## src/rtl/contador_163_param.sv

```systemverilog
// 74163-style counter with generic width, programmable terminal value, up/down,
// wrap or saturate at terminal count, and a registered one-cycle end pulse.
module contador_163_param #(
   parameter int N      = 16,
   parameter bit SATURA = 1'b0
) (
   input  logic         clock,
   input  logic         reset,
   input  logic         clr,
   input  logic         ld,
   input  logic         ent,
   input  logic         enp,
   input  logic         dir,
   input  logic [N-1:0] limite,
   input  logic [N-1:0] D,
   output logic [N-1:0] Q,
   output logic         rco,
   output logic         fim
);

   logic [N-1:0] q_q, q_d;
   logic         fim_q, fim_d;
   logic         saturado_q, saturado_d;
   logic         term, cen;

   // >= so a value loaded above limite still terminates on the next step
   assign term = dir ? (q_q == '0) : (q_q >= limite);
   assign cen  = ent & enp;
   assign rco  = ent & term;
   assign Q    = q_q;
   assign fim  = fim_q;

   always_comb begin
      q_d        = q_q;
      fim_d      = 1'b0;
      saturado_d = saturado_q & term;
      if (!clr) begin
         q_d        = '0;
         saturado_d = 1'b0;
      end else if (!ld) begin
         q_d        = D;
         saturado_d = 1'b0;
      end else if (cen && !term) begin
         q_d        = dir ? (q_q - N'(1)) : (q_q + N'(1));
         saturado_d = 1'b0;
      end else if (cen && term) begin
         if (!SATURA) begin
            q_d        = dir ? limite : '0;
            fim_d      = 1'b1;
            saturado_d = saturado_q;
         end else begin
            // pulse only on the first step attempted while parked at the terminal value
            fim_d      = ~saturado_q;
            saturado_d = 1'b1;
         end
      end
   end

   always_ff @(posedge clock or posedge reset) begin
      if (reset) begin
         q_q        <= '0;
         fim_q      <= 1'b0;
         saturado_q <= 1'b0;
      end else begin
         q_q        <= q_d;
         fim_q      <= fim_d;
         saturado_q <= saturado_d;
      end
   end

endmodule

```

## config.mk

```make
export PLATFORM = sky130hd
export DESIGN_NAME = contador_163_param
export DESIGN_NICKNAME = d
export VERILOG_FILES = /design/src/rtl/contador_163_param.sv
export SDC_FILE = /design/constraint.sdc
export NUM_CORES = 1
export LEC_CHECK = 0
export ABC_CLOCK_PERIOD_IN_PS = 4650
export CORE_ASPECT_RATIO = 0.8
export CORE_MARGIN = 2
export CORE_UTILIZATION = 40
export CTS_CLUSTER_DIAMETER = 60
export DETAILED_ROUTE_END_ITERATION = 6
export GPL_TIMING_DRIVEN = 0
export PLACE_DENSITY = 0.68
export SLEW_MARGIN = 20
export SYNTH_ARGS = -nofsm -noshare
export SYNTH_HDL_FRONTEND = slang
export SYNTH_SLANG_ARGS = --single-unit
```

## constraint.sdc

```tcl
create_clock -name clock -period 4.65 [get_ports clock]
set_input_delay 0.6975 -clock clock [delete_from_list [all_inputs] [get_ports clock]]
set_output_delay 0.6975 -clock clock [all_outputs]
set_load 0.01 [all_outputs]
```

==> impl_metrics.ini, run 1 <==
[timing]
drv_slew = 0
max_freq_mhz = 233.4
max_slew_margin_pct = 50.02
min_period_over_period_pct = 92.14
final.min_clock_period_ns = 4.284
hold_viol_final = 0
clock_skew_ns = 0.01168
fin_ws_ns = 0.3656
setup_tns_ns = 0
tightestPinTransition_ns = 0.7488
setup-violations-final = 0
grt_setup_unrepaired = no

[clocking]
clock_latency_ns = 0.27
clock-sinks = 17
path_clk_slew_ns = 0.08
cts-root-buf = clkbuf_8
post-cts-setup-buffers = 0
cts_buffers = 3
clk_path_buf_depth = 2
htreeDepth = 1
cts_tree = done

[synth]
synth_top_cell_area_share_pct = 18.31
yosys-top-cells-area = dfrtp_1 (18%), ha_1 (16%), a21oi_1 (4.5%), inv_1 (4.2%), o21ai_0 (4.1%)
avgSynthCellArea_sq_um = 7.745
yosysWarnings = 0
synthArstFlopShare_pct = 100.0
ys_seq_area_share_pct = 18.31
synth_cell_types = 59
syn_area_sq_mm = 0.002323
synth_cells = 300
synth_edf_count = 0
yosys.area.top_type = dfrtp_1
synth_top_flop_cell = dfrtp_1
synth.net_count = 370
synth-seq-cells = 17

[power]
power_density_mw_per_mm2 = 207.2
ir_drop_uv = 157.2
p_leak_nw = 1.316

[drt]
wl_per_cell_um = 17.42
route.met2.wl_mm = 3.156
vias = 2608
routed-wl-met3_um = 835
antenna_left = 0
drc_errors = 0
viasPerCell = 5.968
finalWirelength_mm = 7.612
dr.pass1.iters = 5
top_layer_used = met4
wl_met1_mm = 3.515
drt_iter0_drc = 322

[die]
placementRows = 24
core_sq_mm = 0.005525
fp.dieH_um = 72.17
die-area_sq_mm = 0.006438
die_x_um = 89.21
io_pins = 57
start_util_pct = 42.05

[placement]
gp_congestion = 0.9458
port_buffers = 55
dp_hpwl_mm = 5.874
place_ws_ns = 0.2506

[setup_path]
crit_path_cell_trace = clkdlybuf4s50_1 -> inv_1 -> ha_1 -> nand4_1 -> nor2_1 -> nand4_1 -> o21ai_1 -> clkbuf_1 -> and3_1 -> clkdlybuf4s50_1
critPathMaxStageDelay_ns = 0.53
critPathMaxFanout = 10
crit_path_start_kind = primary input
cp-end-kind = primary output
crit_path_top_delay_cell = clkdlybuf4s50_1
required_ns = 3.95
path_class = primary input to primary output
arrival_ns = 3.59

[layout]
nets = 430
drive_above_1_share_pct = 4.735
area_growth_pct = 29.99
diodes = 0

[job]
max-cap-violations = 0

[grt]
grt_pass1_vias = 2373
grt-ovfl-total = 0
grt_first_pass_wirelength_mm = 12.30
grt_max_degree = 18
grt_use_total_pct = 24.84
antenna_found_initial = 0

[hold_path]
hp-class = flop to flop

[outcome]
outcome = completed
-- cell usage in the layout, fill, tap and decap left out, types with 8 or more instances in the layout --
cell             count
clkdlybuf4s50_1     54
nand4_1             11
nor3_1               8
ha_1                30
a21oi_1             21
clkbuf_1             8
a31oi_1             12
nor2_1              14
inv_1               26
dfrtp_1             17
o21a_1              10
nand2_1             24
o21ai_0             19
-- sequential cells by signal (all words and copies together) (netlist names) --
name and flops:
Q 16, fim 1
-- logic make-up after synthesis --
| logic type | share of synthesized area, % |
|---|---|
| XOR/XNOR | 2.639 |
| buffers and inverters | 8.023 |
| AO/OA/AOI/OAI | 35.22 |
| AND/OR/NAND/NOR | 18.79 |
| flip-flops | 18.31 |
| adder cells (fa/ha/maj) | 17.02 |
-- final timing paths --
kind | from | end | slack [ns] | cells after the start
max | limite[11] | rco | 0.37 | 10
min | Q[12]$_DFFE_PP0P_ | Q[12]$_DFFE_PP0P_ | 0.66 | 2
max reg2reg | Q[0]$_DFFE_PP0P_ | Q[7]$_DFFE_PP0P_ | 1.91 | 10
min reg2reg | Q[12]$_DFFE_PP0P_ | Q[12]$_DFFE_PP0P_ | 0.66 | 2
max in group asynchronous | reset | Q[8]$_DFFE_PP0P_ | 3.32 | 2
min in group asynchronous | reset | Q[1]$_DFFE_PP0P_ | 0.85 | 2
-- repair_timing --
action | CTS | global route
resized for setup | 0 | 1
hold buffers | 0 | 0
endpoints found under the setup margin | 0 | 1
-- cell type report --
class | count | area (sq um)
clock buffers | 3 | 41.29
repair buffers | 55 | 553.0
plain buffers | 15 | 88.84
fillers | 565 | 2505
multi-input cells | 242 | 1712
well taps | 78 | 97.59
clock inverters | 1 | 5.005
inverters | 26 | 97.59
flip-flops and latches | 17 | 425.4
-- power by group --
part / switching, W / internal (W) / total, W
registers: 0.0000217 / 0.000158 / 0.000180
clock network: 0.0000670 / 0.0000599 / 0.000127
logic: 0.000172 / 0.000147 / 0.000319
-- synthesized netlist by cell type, types with 3 or more instances --
| cell | n |
|---|---|
| a211oi_1 | 7 |
| nand2_1 | 24 |
| a21o_1 | 4 |
| nor2_1 | 14 |
| o31ai_1 | 4 |
| a31oi_1 | 12 |
| o21ai_0 | 19 |
| o21ai_1 | 5 |
| nor2b_1 | 7 |
| dfrtp_1 | 17 |
| nand3_1 | 5 |
| a211o_1 | 3 |
| and3_1 | 4 |
| a21oi_1 | 21 |
| nor3_1 | 8 |
| o21a_1 | 10 |
| xnor2_1 | 6 |
| inv_1 | 26 |
| ha_1 | 30 |
| clkbuf_1 | 8 |
| nand4_1 | 11 |
| nor4_1 | 6 |
| o211ai_1 | 7 |
-- metrics by stage --
step	power (W)	cells	hold WS [ns]	instance area, sq um	util (%)
after floorplan	0.0003756	300	0.6169	2323	-
after global placement	0.0004929	433	0.6395	2972	53.78
after detailed placement	0.0004946	433	0.6533	2972	53.78
after CTS	0.0006191	437	0.6665	3018	54.62
after global routing	0.0006669	437	0.6857	3020	54.66
final	0.0006259	437	0.6617	3020	54.66
-- critical path, delay by kind of cell --
kind | cells | cell delay [ns]
buf+inv | 4 | 1.51
simple gates | 4 | 0.69
compound gates | 1 | 0.36
fa+ha+maj | 1 | 0.31
-- metal layers --
metal | track usage [%] | vias up
met5 | 0 | -
li1 | - | 1254
met2 | 33.25 | 141
met4 | 5.804 | 0
met3 | 5.461 | 14
met1 | 39.87 | 1199
Power figures use the tool's default switching activity.
==> run 2: changes to the inputs <==
--- a/config.mk
+++ b/config.mk
@@ -12,7 +12,9 @@
 export CTS_CLUSTER_DIAMETER = 60
 export DETAILED_ROUTE_END_ITERATION = 6
 export GPL_TIMING_DRIVEN = 0
+export HOLD_SLACK_MARGIN = 0.03
 export PLACE_DENSITY = 0.68
+export SKIP_LAST_GASP = 1
 export SLEW_MARGIN = 20
 export SYNTH_ARGS = -nofsm -noshare
 export SYNTH_HDL_FRONTEND = slang
==> results of run 2 <==
No change in the layout: final DEF, timing and power equal those of run 1.
